===== src/rtl/uart_dual_device.sv =====
// rtl/uart_dual_device.sv - two cross-wired UART endpoints sharing one full-duplex link

module uart_tx #(
    parameter int CLK_DIV    = 16,
    parameter int PARITY_EN  = 1,
    parameter int PARITY_ODD = 0
) (
    input  logic       clk,
    input  logic       rst,
    input  logic [7:0] i_data,
    input  logic       i_valid,
    output logic       o_ready,
    output logic       o_line
);
    localparam int CW = $clog2(CLK_DIV);

    typedef enum logic [2:0] {S_IDLE, S_START, S_DATA, S_PARITY, S_STOP} state_t;

    state_t     r_state, w_state;
    logic [CW-1:0] r_cnt, w_cnt;
    logic [2:0] r_bit, w_bit;
    logic [7:0] r_shift, w_shift;
    logic       r_par, w_par;
    logic       r_line, w_line;
    logic       r_ready, w_ready;
    logic       w_bit_end;

    assign w_bit_end = (r_cnt == CW'(CLK_DIV - 1));
    assign o_ready   = r_ready;
    assign o_line    = r_line;

    // State register; reset drops the line back to idle-high at once
    always_ff @(posedge clk) begin
        if (rst) begin
            r_state <= S_IDLE;
            r_cnt   <= '0;
            r_bit   <= '0;
            r_shift <= '0;
            r_par   <= 1'b0;
            r_line  <= 1'b1;
            r_ready <= 1'b0;
        end else begin
            r_state <= w_state;
            r_cnt   <= w_cnt;
            r_bit   <= w_bit;
            r_shift <= w_shift;
            r_par   <= w_par;
            r_line  <= w_line;
            r_ready <= w_ready;
        end
    end

    // Next-state logic; the line value for each bit is registered at the bit boundary
    always_comb begin
        w_state = r_state;
        w_cnt   = r_cnt;
        w_bit   = r_bit;
        w_shift = r_shift;
        w_par   = r_par;
        w_line  = r_line;
        w_ready = r_ready;
        case (r_state)
            S_IDLE: begin
                w_ready = 1'b1;
                w_line  = 1'b1;
                if (i_valid && r_ready) begin
                    w_state = S_START;
                    w_cnt   = '0;
                    w_shift = i_data;
                    w_par   = (^i_data) ^ (PARITY_ODD != 0);
                    w_line  = 1'b0;
                    w_ready = 1'b0;
                end
            end
            S_START: begin
                w_cnt = w_bit_end ? '0 : r_cnt + 1'b1;
                if (w_bit_end) begin
                    w_state = S_DATA;
                    w_bit   = '0;
                    w_line  = r_shift[0];
                end
            end
            S_DATA: begin
                w_cnt = w_bit_end ? '0 : r_cnt + 1'b1;
                if (w_bit_end) begin
                    if (r_bit == 3'd7) begin
                        if (PARITY_EN != 0) begin
                            w_state = S_PARITY;
                            w_line  = r_par;
                        end else begin
                            w_state = S_STOP;
                            w_line  = 1'b1;
                        end
                    end else begin
                        w_shift = {1'b0, r_shift[7:1]};
                        w_line  = r_shift[1];
                        w_bit   = r_bit + 3'd1;
                    end
                end
            end
            S_PARITY: begin
                w_cnt = w_bit_end ? '0 : r_cnt + 1'b1;
                if (w_bit_end) begin
                    w_state = S_STOP;
                    w_line  = 1'b1;
                end
            end
            S_STOP: begin
                w_cnt = w_bit_end ? '0 : r_cnt + 1'b1;
                if (w_bit_end) begin
                    w_state = S_IDLE;
                    w_ready = 1'b1;
                end
            end
            default: begin
                w_state = S_IDLE;
                w_line  = 1'b1;
            end
        endcase
    end
endmodule

module uart_rx #(
    parameter int CLK_DIV    = 16,
    parameter int PARITY_EN  = 1,
    parameter int PARITY_ODD = 0
) (
    input  logic       clk,
    input  logic       rst,
    input  logic       i_line,
    output logic [7:0] o_data,
    output logic       o_valid,
    output logic       o_parity_err,
    output logic       o_frame_err
);
    localparam int CW = $clog2(CLK_DIV);

    typedef enum logic [2:0] {S_IDLE, S_START, S_DATA, S_PARITY, S_STOP} state_t;

    state_t        r_state, w_state;
    logic [CW-1:0] r_cnt, w_cnt;
    logic [2:0]    r_bit, w_bit;
    logic [7:0]    r_shift, w_shift;
    logic          r_par, w_par;
    logic [7:0]    r_data, w_data;
    logic          r_valid, w_valid;
    logic          r_perr, w_perr;
    logic          r_ferr, w_ferr;
    logic          r_sync, r_sync_d;
    logic          w_bit_end;

    assign w_bit_end    = (r_cnt == CW'(CLK_DIV - 1));
    assign o_data       = r_data;
    assign o_valid      = r_valid;
    assign o_parity_err = r_perr;
    assign o_frame_err  = r_ferr;

    // Line register plus one delayed copy for falling-edge detection; both idle high
    always_ff @(posedge clk) begin
        if (rst) begin
            r_sync   <= 1'b1;
            r_sync_d <= 1'b1;
            r_state  <= S_IDLE;
            r_cnt    <= '0;
            r_bit    <= '0;
            r_shift  <= '0;
            r_par    <= 1'b0;
            r_data   <= '0;
            r_valid  <= 1'b0;
            r_perr   <= 1'b0;
            r_ferr   <= 1'b0;
        end else begin
            r_sync   <= i_line;
            r_sync_d <= r_sync;
            r_state  <= w_state;
            r_cnt    <= w_cnt;
            r_bit    <= w_bit;
            r_shift  <= w_shift;
            r_par    <= w_par;
            r_data   <= w_data;
            r_valid  <= w_valid;
            r_perr   <= w_perr;
            r_ferr   <= w_ferr;
        end
    end

    // Next-state logic; a new frame needs a falling edge, so a stuck-low line never rearms
    always_comb begin
        w_state = r_state;
        w_cnt   = r_cnt;
        w_bit   = r_bit;
        w_shift = r_shift;
        w_par   = r_par;
        w_data  = r_data;
        w_valid = 1'b0;
        w_perr  = r_perr;
        w_ferr  = r_ferr;
        case (r_state)
            S_IDLE: begin
                if (r_sync_d && !r_sync) begin
                    w_state = S_START;
                    w_cnt   = '0;
                end
            end
            S_START: begin
                if (r_cnt == CW'(CLK_DIV / 2 - 1)) begin
                    w_cnt = '0;
                    if (r_sync) begin
                        w_state = S_IDLE;
                    end else begin
                        w_state = S_DATA;
                        w_bit   = '0;
                    end
                end else begin
                    w_cnt = r_cnt + 1'b1;
                end
            end
            S_DATA: begin
                w_cnt = w_bit_end ? '0 : r_cnt + 1'b1;
                if (w_bit_end) begin
                    w_shift = {r_sync, r_shift[7:1]};
                    if (r_bit == 3'd7) begin
                        w_state = (PARITY_EN != 0) ? S_PARITY : S_STOP;
                    end else begin
                        w_bit = r_bit + 3'd1;
                    end
                end
            end
            S_PARITY: begin
                w_cnt = w_bit_end ? '0 : r_cnt + 1'b1;
                if (w_bit_end) begin
                    w_par   = r_sync;
                    w_state = S_STOP;
                end
            end
            S_STOP: begin
                w_cnt = w_bit_end ? '0 : r_cnt + 1'b1;
                if (w_bit_end) begin
                    w_state = S_IDLE;
                    w_valid = 1'b1;
                    w_data  = r_shift;
                    w_perr  = (PARITY_EN != 0) &&
                              (r_par != ((^r_shift) ^ (PARITY_ODD != 0)));
                    w_ferr  = !r_sync;
                end
            end
            default: w_state = S_IDLE;
        endcase
    end
endmodule

module uart_dual_device #(
    parameter int CLK_DIV    = 16,
    parameter int PARITY_EN  = 1,
    parameter int PARITY_ODD = 0
) (
    input  logic       clk,
    input  logic       rst,
    input  logic [7:0] d0_tx_data,
    input  logic       d0_tx_valid,
    output logic       d0_tx_ready,
    output logic [7:0] d0_rx_data,
    output logic       d0_rx_valid,
    output logic       d0_rx_parity_err,
    output logic       d0_rx_frame_err,
    input  logic [7:0] d1_tx_data,
    input  logic       d1_tx_valid,
    output logic       d1_tx_ready,
    output logic [7:0] d1_rx_data,
    output logic       d1_rx_valid,
    output logic       d1_rx_parity_err,
    output logic       d1_rx_frame_err,
    output logic       line0,
    output logic       line1
);
    logic w_line0, w_line1;

    assign line0 = w_line0;
    assign line1 = w_line1;

    uart_tx #(.CLK_DIV(CLK_DIV), .PARITY_EN(PARITY_EN), .PARITY_ODD(PARITY_ODD)) u_d0_tx (
        .clk(clk), .rst(rst), .i_data(d0_tx_data), .i_valid(d0_tx_valid),
        .o_ready(d0_tx_ready), .o_line(w_line0)
    );

    uart_rx #(.CLK_DIV(CLK_DIV), .PARITY_EN(PARITY_EN), .PARITY_ODD(PARITY_ODD)) u_d1_rx (
        .clk(clk), .rst(rst), .i_line(w_line0), .o_data(d1_rx_data), .o_valid(d1_rx_valid),
        .o_parity_err(d1_rx_parity_err), .o_frame_err(d1_rx_frame_err)
    );

    uart_tx #(.CLK_DIV(CLK_DIV), .PARITY_EN(PARITY_EN), .PARITY_ODD(PARITY_ODD)) u_d1_tx (
        .clk(clk), .rst(rst), .i_data(d1_tx_data), .i_valid(d1_tx_valid),
        .o_ready(d1_tx_ready), .o_line(w_line1)
    );

    uart_rx #(.CLK_DIV(CLK_DIV), .PARITY_EN(PARITY_EN), .PARITY_ODD(PARITY_ODD)) u_d0_rx (
        .clk(clk), .rst(rst), .i_line(w_line1), .o_data(d0_rx_data), .o_valid(d0_rx_valid),
        .o_parity_err(d0_rx_parity_err), .o_frame_err(d0_rx_frame_err)
    );
endmodule


===== config.mk =====
export PLATFORM = sky130hd
export DESIGN_NAME = uart_dual_device
export DESIGN_NICKNAME = d
export VERILOG_FILES = /design/src/rtl/uart_dual_device.sv
export SDC_FILE = /design/constraint.sdc
export NUM_CORES = 1
export LEC_CHECK = 0
export CELL_PAD_IN_SITES_DETAIL_PLACEMENT = 1
export CELL_PAD_IN_SITES_GLOBAL_PLACEMENT = 1
export CORE_MARGIN = 4
export CORE_UTILIZATION = 37
export DETAILED_ROUTE_END_ITERATION = 16
export GPL_TIMING_DRIVEN = 0
export PLACE_DENSITY = 0.68
export SETUP_SLACK_MARGIN = 0.05
export SLEW_MARGIN = 40
export SYNTH_ARGS = -nofsm -noshare
export SYNTH_HDL_FRONTEND = slang
export SYNTH_SLANG_ARGS = --single-unit

===== constraint.sdc =====
create_clock -name clk -period 4 [get_ports clk]
set_clock_uncertainty 0.15 [all_clocks]
set_input_delay 0.6 -clock clk [delete_from_list [all_inputs] [get_ports clk]]
set_output_delay 0.6 -clock clk [all_outputs]
set_load 0.1 [all_outputs]

==> impl_metrics.tcl, run 1 <==
set metrics [dict create \
    nFillCells 1625 \
    switching_share 0.265 \
    cts_root_buffer "clkbuf_16" \
    antenna_cells 0 \
    cp_data_arrival_time_ps 2480 \
    power_w 0.00221 \
    fin_setup_tns_ps 0 \
    tightestPinTransition_ps 799 \
    post-route-min-period_ps 2350 \
    post_cts_buffers 0 \
    cts_buffers 9 \
    clkPwrFrac 0.385 \
    core_area_um2 13300 \
    leakage_nw 2.37 \
    crit_fanout 10 \
    end_kind "register" \
    clock_sinks 106 \
    yosysMostFrequentCell "dfxtp_1" \
    yosysTopAreaCell "dfxtp_1" \
    hpwl_um 9070 \
    status "complete, no violations" \
    grt_antenna_before_repair 0 \
    cts_max_path_buffers 2 \
    cts_hold_buf 0 \
    start_util 0.380 \
    ir_drop_uv 208 \
    dpl.cell_count 794 \
    drt_iter0_drc 177 \
    maxCapViolCount 0 \
    placed_area_um2 5600 \
    syn-cell-area_um2 5070 \
    globalRoute.totalOverflow 0 \
    max_stage_delay_ps 370 \
    start_kind "register" \
    synth_nets 606 \
    path_delay_family "compound AO/OA/AOI/OAI gates" \
    synth_ff_type "dfxtp_1" \
    grt_pass1_vias 4396 \
    ios 46 \
    final_cell_count_no_fill 810 \
    whs_ps 311 \
    yosysSeqAreaShare 0.418 \
    layout-area-overhead-vs-synth_pct 16.0 \
    io_buffer_count 44 \
    row_count 42 \
    drc_errors 0 \
    drt-pass1-iter-count 4 \
    r2r_slack_ps 1650 \
    grt_util_all_layers 0.161 \
    synth_edf_count 0 \
    max-slew-margin-rel 0.464 \
    die-area_um2 15600 \
    worst_path_most_repeated_cell "ha_1" \
    powerDensity_nw_per_um2 376 \
    hold_class "register to register" \
    place_congestion 0.779 \
    cp_num_buf_inv 1 \
    crit_required_ps 4130 \
    fmax_mhz 425 \
    finalCritPeriodShare 0.588 \
    die_width_um 125 \
    power_frac_comb 0.113 \
    vias 4239 \
    finalWirelength_um 12100 \
    p_switching_w 0.000587 \
    grt_max_degree 18 \
    final_area_um2 5880 \
    crit_type "register to register" \
    finalHoldViolations 0 \
    synth.top_cells.by_count "106 x dfxtp_1, 86 x nor2_1, 48 x nand2_1" \
    pwr-share-seq 0.502 \
    cts_tree "done" \
    syn_inst 574 \
    final_max_slew_viol_count 0 \
    p_int_w 0.00163 \
    postSynthAreaPerCell_um2 8.84 \
    ant_nets 0 \
    vias_per_cell 5.23 \
    ys_top_cells_by_area "dfxtp_1 42%, mux2i_1 9.3%, nor2_1 6.4%, xnor2_1 5.0%, a21oi_1 3.7%" \
    htreeDepth 3 \
    path_cells "ha_1 > ha_1 > or3b_1 > a211o_2 > o22ai_4 > buf_6 > nor2_1 > a211oi_2" \
    clkTransAtPathRegs_ps 70 \
    cts_resized 0 \
    ys_seq_elements 106 \
    synth_cell_types 56 \
    synth_top_cell_area_share 0.418 \
    grt_pass1_wl_um 21100 \
    setup_viol 0 \
    yosysWarnings 0 \
    finalNetCount 661 \
    grt_setup_unrepaired "false" \
    die_h_um 125 \
    crit_slowest_cell "a211o_2" \
    drive_above_1_share 0.110 \
    routedWlPerCell_um 15.0 \
    async_flop_share 0 \
    clkLatencyLatePin_ps 350 \
]
-- power groups by stage --
stage / combinational [W] / clock (W) / sequential, W
2_1_floorplan: 0.000158 / 0 / 0.00116
3_5_place_dp: 0.000254 / 0 / 0.00114
6_report: 0.000250 / 0.000852 / 0.00111
4_1_cts: 0.000255 / 0.000887 / 0.00111
5_1_grt: 0.000277 / 0.000918 / 0.00112
3_3_place_gp: 0.000249 / 0 / 0.00114
-- through the flow --
step | util | worst slack [ps]
after floorplan | - | 1620
after global placement | 0.430 | 1610
after detailed placement | 0.420 | 1540
after CTS | 0.441 | 1620
after global routing | 0.441 | 1500
final | 0.441 | 1650
-- logic make-up (layout without fill, tap and decap cells) --
| kind of cell | Yosys count | in the layout | synth area share |
|---|---|---|---|
| AOI/OAI and AO/OA | 102 | 102 | 0.137 |
| xor gates and xnor gates | 33 | 33 | 0.0624 |
| adders and majority gates | 12 | 12 | 0.0296 |
| buffers and inverters | 39 | 99 | 0.0360 |
| DFF | 106 | 106 | 0.418 |
| muxes | 49 | 49 | 0.0972 |
| and+or+nand+nor | 233 | 233 | 0.219 |
-- routing by layer --
metal | share of wire | track usage | vias to the layer above
met4 | 0.019 | 0.0670 | 0
li1 | - | - | 2125
met2 | 0.49 | 0.276 | 41
met1 | 0.47 | 0.201 | 2060
met5 | 0 | 0 | -
met3 | 0.024 | 0.0269 | 13
-- flip-flops by register name, summed over array words and instances (netlist names), 4 cells and up --
name and flops:
u_d1_tx.r_shift 8, u_d0_rx.r_cnt 4, u_d1_rx.o_data 8, u_d0_tx.r_shift 8, u_d1_rx.r_shift 8, u_d0_rx.r_shift 8, u_d1_tx.r_cnt 4, u_d0_tx.r_cnt 4
u_d1_rx.r_cnt 4, u_d0_rx.o_data 8
-- layout by cell type (no fill, tap or decap), drive strengths merged, types with 10 or more instances in the layout --
cell type | netlist | layout
nand3 | 33 | 33
nor2 | 88 | 88
buf | 13 | 39
xnor2 | 29 | 29
nand2 | 48 | 48
a311oi | 11 | 11
a21oi | 38 | 38
clkdlybuf4s50 | 0 | 18
nand2b | 10 | 10
ha | 12 | 12
dfxtp | 106 | 106
o21ai | 20 | 20
mux2i | 47 | 47
clkbuf | 20 | 30
nor3 | 10 | 10
-- worst min-delay path, stage by stage (launching register included) --
cell	delay [ps]
dfxtp_1	310
nand2_1	50
a21oi_1	50
-- final cells by class --
cell class | instances | area (um2) | share of cell area
sequential | 106 | 2120 | 0.361
clock inverter | 6 | 40.0 | 0.00681
timing repair buffer | 44 | 310 | 0.0528
clock buffer | 10 | 239 | 0.0406
buffer | 33 | 160 | 0.0272
tap | 176 | 220 | 0.0374
inverter | 6 | 22.5 | 0.00383
multi-input combinational | 429 | 2770 | 0.471
-- worst paths after layout --
check / endpoint / startpoint / depth (start not counted)
max: u_d1_tx.r_shift[6]$_SDFFE_PP0P_ / u_d1_tx.r_bit[0]$_SDFFE_PP0P_ / 8
min: u_d1_rx.r_bit[2]$_SDFFE_PP0P_ / u_d1_rx.r_bit[2]$_SDFFE_PP0P_ / 2
min reg2reg: u_d1_rx.r_bit[2]$_SDFFE_PP0P_ / u_d1_rx.r_bit[2]$_SDFFE_PP0P_ / 2
max reg2reg: u_d1_tx.r_shift[6]$_SDFFE_PP0P_ / u_d1_tx.r_bit[0]$_SDFFE_PP0P_ / 8
Note: power is estimated with default switching activity, not from simulation.
==> run 2: changes to the inputs <==
Settings changed: PLACE_DENSITY 0.68 to 0.7.
Clock period 4 ns to 1.9 ns, I/O delays scaled along.
==> run 2 against run 1 <==
The run now ends with setup timing left; critical endpoint is now u_d1_tx.r_shift[2]$_SDFFE_PP0P_; global-route usage up 0.48 points; combinational power up 140%; register-to-register slack worse by 2000 ps; clock power up 140%.
==> impl_metrics.tcl, run 2 (synthesis gave the netlist of run 1 again) <==
set metrics [dict create \
    status "finished, violations left" \
    violations "setup timing" \
    p_switching_w 0.00124 \
    maxCapViolCount 0 \
    clkPwrFrac 0.407 \
    p_int_w 0.00373 \
    drive_above_1_share 0.241 \
    core_area_um2 13300 \
    grt_pass1_vias 4567 \
    grt_max_degree 17 \
    cts_max_path_buffers 2 \
    grt_util_all_layers 0.166 \
    io_buffer_count 44 \
    leakage_nw 2.57 \
    finalWirelength_um 13000 \
    nFillCells 1567 \
    tightestPinTransition_ps 728 \
    clkTransAtPathRegs_ps 70 \
    row_count 42 \
    place_congestion 0.787 \
    antenna_cells 0 \
    hpwl_um 8880 \
    vias 4360 \
    fmax_mhz 452 \
    drc_errors 0 \
    globalRoute.totalOverflow 0 \
    drt_iter0_drc 181 \
    finalHoldViolations 0 \
    grt_antenna_before_repair 0 \
    pwr-share-seq 0.473 \
    vias_per_cell 5.25 \
    fin_setup_tns_ps -3020 \
    clock_sinks 106 \
    clkLatencyLatePin_ps 360 \
    layout-area-overhead-vs-synth_pct 27.8 \
    routedWlPerCell_um 15.7 \
    ios 46 \
    post-route-min-period_ps 2210 \
    crit_required_ps 1970 \
    cts_buffers 9 \
    finalNetCount 682 \
    final_max_slew_viol_count 0 \
    r2r_cells 8 \
    cts_tree "done" \
    hold_class "register to register" \
    cts_root_buffer "clkbuf_16" \
    powerDensity_nw_per_um2 768 \
    whs_ps 326 \
    drt-pass1-iter-count 4 \
    layout_setup_ws_ps -313 \
    most-common-layout-cells "92 x dfxtp_1, 77 x nor2_1, 47 x nand2_1" \
    grt_pass1_wl_um 21600 \
    setup_viol 11 \
    ir_drop_uv 722 \
    start_util 0.380 \
    start_kind "register" \
    max-slew-margin-rel 0.515 \
    htreeDepth 3 \
    crit_type "register to register" \
    grt_setup_unrepaired "true" \
    switching_share 0.250 \
    ant_nets 0 \
    cts_hold_buf 0 \
    crit_fanout 5 \
    ff_latch_area_um2 2140 \
    final_common_cell "dfxtp_1" \
    cp_data_arrival_time_ps 2280 \
    multi_input_area_um2 3060 \
    die-area_um2 15600 \
    power_frac_comb 0.120 \
    die_width_um 125 \
    finalCritPeriodShare 1.16 \
    min_path_cells 2 \
    end_kind "register" \
    die_h_um 125 \
]
[run 2: power by group through the flow]
stage / clock [W] / sequential (W) / combinational, W
3_5_place_dp: 0 / 0.00240 / 0.000538
4_1_cts: 0.00209 / 0.00235 / 0.000579
2_1_floorplan: 0 / 0.00244 / 0.000339
5_1_grt: 0.00217 / 0.00237 / 0.000665
3_3_place_gp: 0 / 0.00239 / 0.000530
6_report: 0.00203 / 0.00235 / 0.000599
[run 2: worst paths after layout]
kind | from | end | slack, ps
worst min register to register | u_d1_rx.r_bit[1]$_SDFFE_PP0P_ | u_d1_rx.r_bit[1]$_SDFFE_PP0P_ | 330
worst max register to register | u_d1_tx.r_bit[0]$_SDFFE_PP0P_ | u_d1_tx.r_shift[2]$_SDFFE_PP0P_ | -310
worst max-delay path | u_d1_tx.r_bit[0]$_SDFFE_PP0P_ | u_d1_tx.r_shift[2]$_SDFFE_PP0P_ | -310
worst min-delay path | u_d1_rx.r_bit[1]$_SDFFE_PP0P_ | u_d1_rx.r_bit[1]$_SDFFE_PP0P_ | 330
[run 2: routing by layer]
layer | wire length, um | GRT usage | vias up | share of wire
li1 | - | - | 2169 | -
met1 | 5760 | 0.194 | 2136 | 0.44
met2 | 6800 | 0.301 | 43 | 0.52
met3 | 340 | 0.0384 | 12 | 0.026
met4 | 142 | 0.0523 | 0 | 0.011
met5 | 0 | 0 | - | 0
[run 2: final cells by class]
type,instances,share of cell area
inverters,6,0.00347
repair buffers,68,0.0822
well taps,176,0.0340
multi-input cells,429,0.472
plain buffers,30,0.0286
flip-flops and latches,106,0.331
clock buffers,11,0.0374
clock inverters,5,0.0120
[run 2: worst max-delay path: stages, from the launching register on]
cell and delay [ps]:
dfxtp_2 340, ha_4 160, ha_4 150, or3b_4 370
a211o_4 350, o22ai_4 200, buf_4 170, buf_6 110
a211oi_1 70
[run 2: timing repair]
action	4_1_cts	5_1_grt
buffers inserted	15	9
gates cloned	1	0
pin swaps	20	14
resized for setup	36	62
setup endpoints to repair	73	83
[run 2: through the flow]
stage                     power [W]  std cells  utilization  area [um2]  worst slack [ps]
after floorplan             0.00278        574            -        5150              -251
after detailed placement    0.00293        794        0.426        5680              -396
after CTS                   0.00502        824        0.469        6260              -279
after global routing        0.00520        831        0.486        6480              -395
final                       0.00498        831        0.486        6480              -313
after global placement      0.00292        794        0.435        5810              -352
==> run 3: changes to the inputs <==
Settings changed: CORE_MARGIN 4 to 2.
==> run 3 against run 2 <==
The run still ends with setup timing left; final cell count up 0.84%; worst hold slack better by 1.3 ps; count of clock-buffer cells in the layout up 1; global-route usage up 1.6 points; setup slack better by 34 ps; largest power group unchanged; highest routed layer unchanged.
==> impl_metrics.tcl, run 3 (synthesis gave the netlist of run 1 again) <==
set metrics [dict create \
    hpwl_um 8720 \
    max-slew-margin-rel 0.506 \
    vias 4421 \
    crit_fanout 4 \
    cts_root_buffer "clkbuf_16" \
    fin_setup_tns_ps -2390 \
    post-route-min-period_ps 2180 \
    vias_per_cell 5.28 \
    row_count 42 \
    violations "setup timing" \
    final_common_cell "dfxtp_1" \
    cts_max_path_buffers 2 \
    drt_iter0_drc 158 \
    crit_slowest_cell "or3b_1" \
    grt_max_degree 17 \
    finalWirelength_um 13400 \
    crit_type "register to register" \
    grt_pass1_wl_um 21600 \
    cts_tree "done" \
    cp_data_arrival_time_ps 2300 \
    tightestPinTransition_ps 741 \
    globalRoute.totalOverflow 0 \
    die_h_um 121 \
    max_stage_delay_ps 360 \
    finalNetCount 689 \
    cts_buffers 9 \
    grt_setup_unrepaired "true" \
    drc_errors 0 \
    path_cells "ha_4 > ha_4 > or3b_1 > a211o_4 > o22ai_4 > buf_6 > nor2_2 > a211oi_2" \
    end_kind "register" \
    place_congestion 0.802 \
    drt-pass1-iter-count 4 \
    ios 46 \
    clkLatencyLatePin_ps 350 \
    io_buffer_count 44 \
    core_area_um2 13300 \
    worst_path_most_repeated_cell "ha_4" \
    finalCritPeriodShare 1.15 \
    crit_required_ps 2020 \
    die_width_um 121 \
    grt_pass1_vias 4506 \
    setup_viol 11 \
    ir_drop_uv 479 \
    powerDensity_nw_per_um2 752 \
    start_util 0.382 \
    grt_util_all_layers 0.182 \
    finalHoldViolations 0 \
    antenna_cells 0 \
    hold_class "register to register" \
    maxCapViolCount 0 \
    clkTransAtPathRegs_ps 70 \
    die-area_um2 14700 \
    layout-area-overhead-vs-synth_pct 28.1 \
    most-common-layout-cells "93 x dfxtp_1, 76 x nor2_1, 47 x mux2i_1, 47 x nand2_1, 36 x a21oi_1" \
    routedWlPerCell_um 16.0 \
    status "finished, violations left" \
    whs_ps 328 \
    leakage_nw 2.59 \
    drive_above_1_share 0.246 \
    ant_nets 0 \
    htreeDepth 3 \
    layout_setup_ws_ps -279 \
    clock_sinks 106 \
    fmax_mhz 459 \
    final_max_slew_viol_count 0 \
    cts_hold_buf 0 \
    grt_antenna_before_repair 0 \
    start_kind "register" \
]
[run 3: report_power, final]
part	internal (W)	switching (W)	leakage, nW
combinational	0.000269	0.000352	1.57
sequential	0.00228	0.0000658	0.866
clock	0.00106	0.000854	0.147
[run 3: what timing repair did]
item,in CTS,in global routing
resized for setup,39,56
setup buffers,21,12
pin swaps,18,20
endpoints found under the setup margin,70,72
[run 3: path summary, 6_finish.rpt]
check	to	slack (ps)	cells past startpoint	from
setup / recovery	u_d1_tx.r_shift[3]$_SDFFE_PP0P_	-280	8	u_d1_tx.r_bit[1]$_SDFFE_PP0P_
hold / removal	u_d1_rx.r_bit[1]$_SDFFE_PP0P_	330	2	u_d1_rx.r_bit[1]$_SDFFE_PP0P_
setup reg to reg	u_d1_tx.r_shift[3]$_SDFFE_PP0P_	-280	8	u_d1_tx.r_bit[1]$_SDFFE_PP0P_
hold reg to reg	u_d1_rx.r_bit[1]$_SDFFE_PP0P_	330	2	u_d1_rx.r_bit[1]$_SDFFE_PP0P_
[run 3: per-stage QoR]
| step | instances | utilization | setup slack [ps] | total power [W] | instance area, um2 |
|---|---|---|---|---|---|
| floorplan | 574 | - | -251 | 0.00278 | 5150 |
| global placement | 794 | 0.437 | -354 | 0.00292 | 5810 |
| detailed placement | 794 | 0.427 | -397 | 0.00293 | 5680 |
| CTS | 829 | 0.470 | -236 | 0.00488 | 6240 |
| global route | 838 | 0.489 | -358 | 0.00509 | 6500 |
| finish | 838 | 0.489 | -279 | 0.00489 | 6500 |
[run 3: layout make-up]
| class | count | area, um2 |
|---|---|---|
| Buffer | 29 | 168 |
| Clock buffer | 12 | 246 |
| Tap cell | 176 | 220 |
| Fill cell | 1570 | 6800 |
| Timing Repair Buffer | 76 | 574 |
| Sequential cell | 106 | 2150 |
| Clock inverter | 4 | 50.0 |
| Inverter | 6 | 22.5 |
| Multi-Input combinational cell | 429 | 3070 |
[run 3: per-layer routing]
layer,GRT usage,vias to the layer above,routed length (um)
met3,0.0334,25,330
met5,0,-,0
li1,-,2174,-
met4,0.0560,0,330
met1,0.229,2175,6080
met2,0.316,47,6640
[run 3: worst max-delay path, delay by kind of cell (launching register included)]
kind / cells / cell delay, ps
DFF: 1 / 340
and+or+nand+nor: 2 / 400
adders and majority gates: 2 / 310
buffers and inverters: 1 / 160
AOI/OAI and AO/OA: 3 / 740
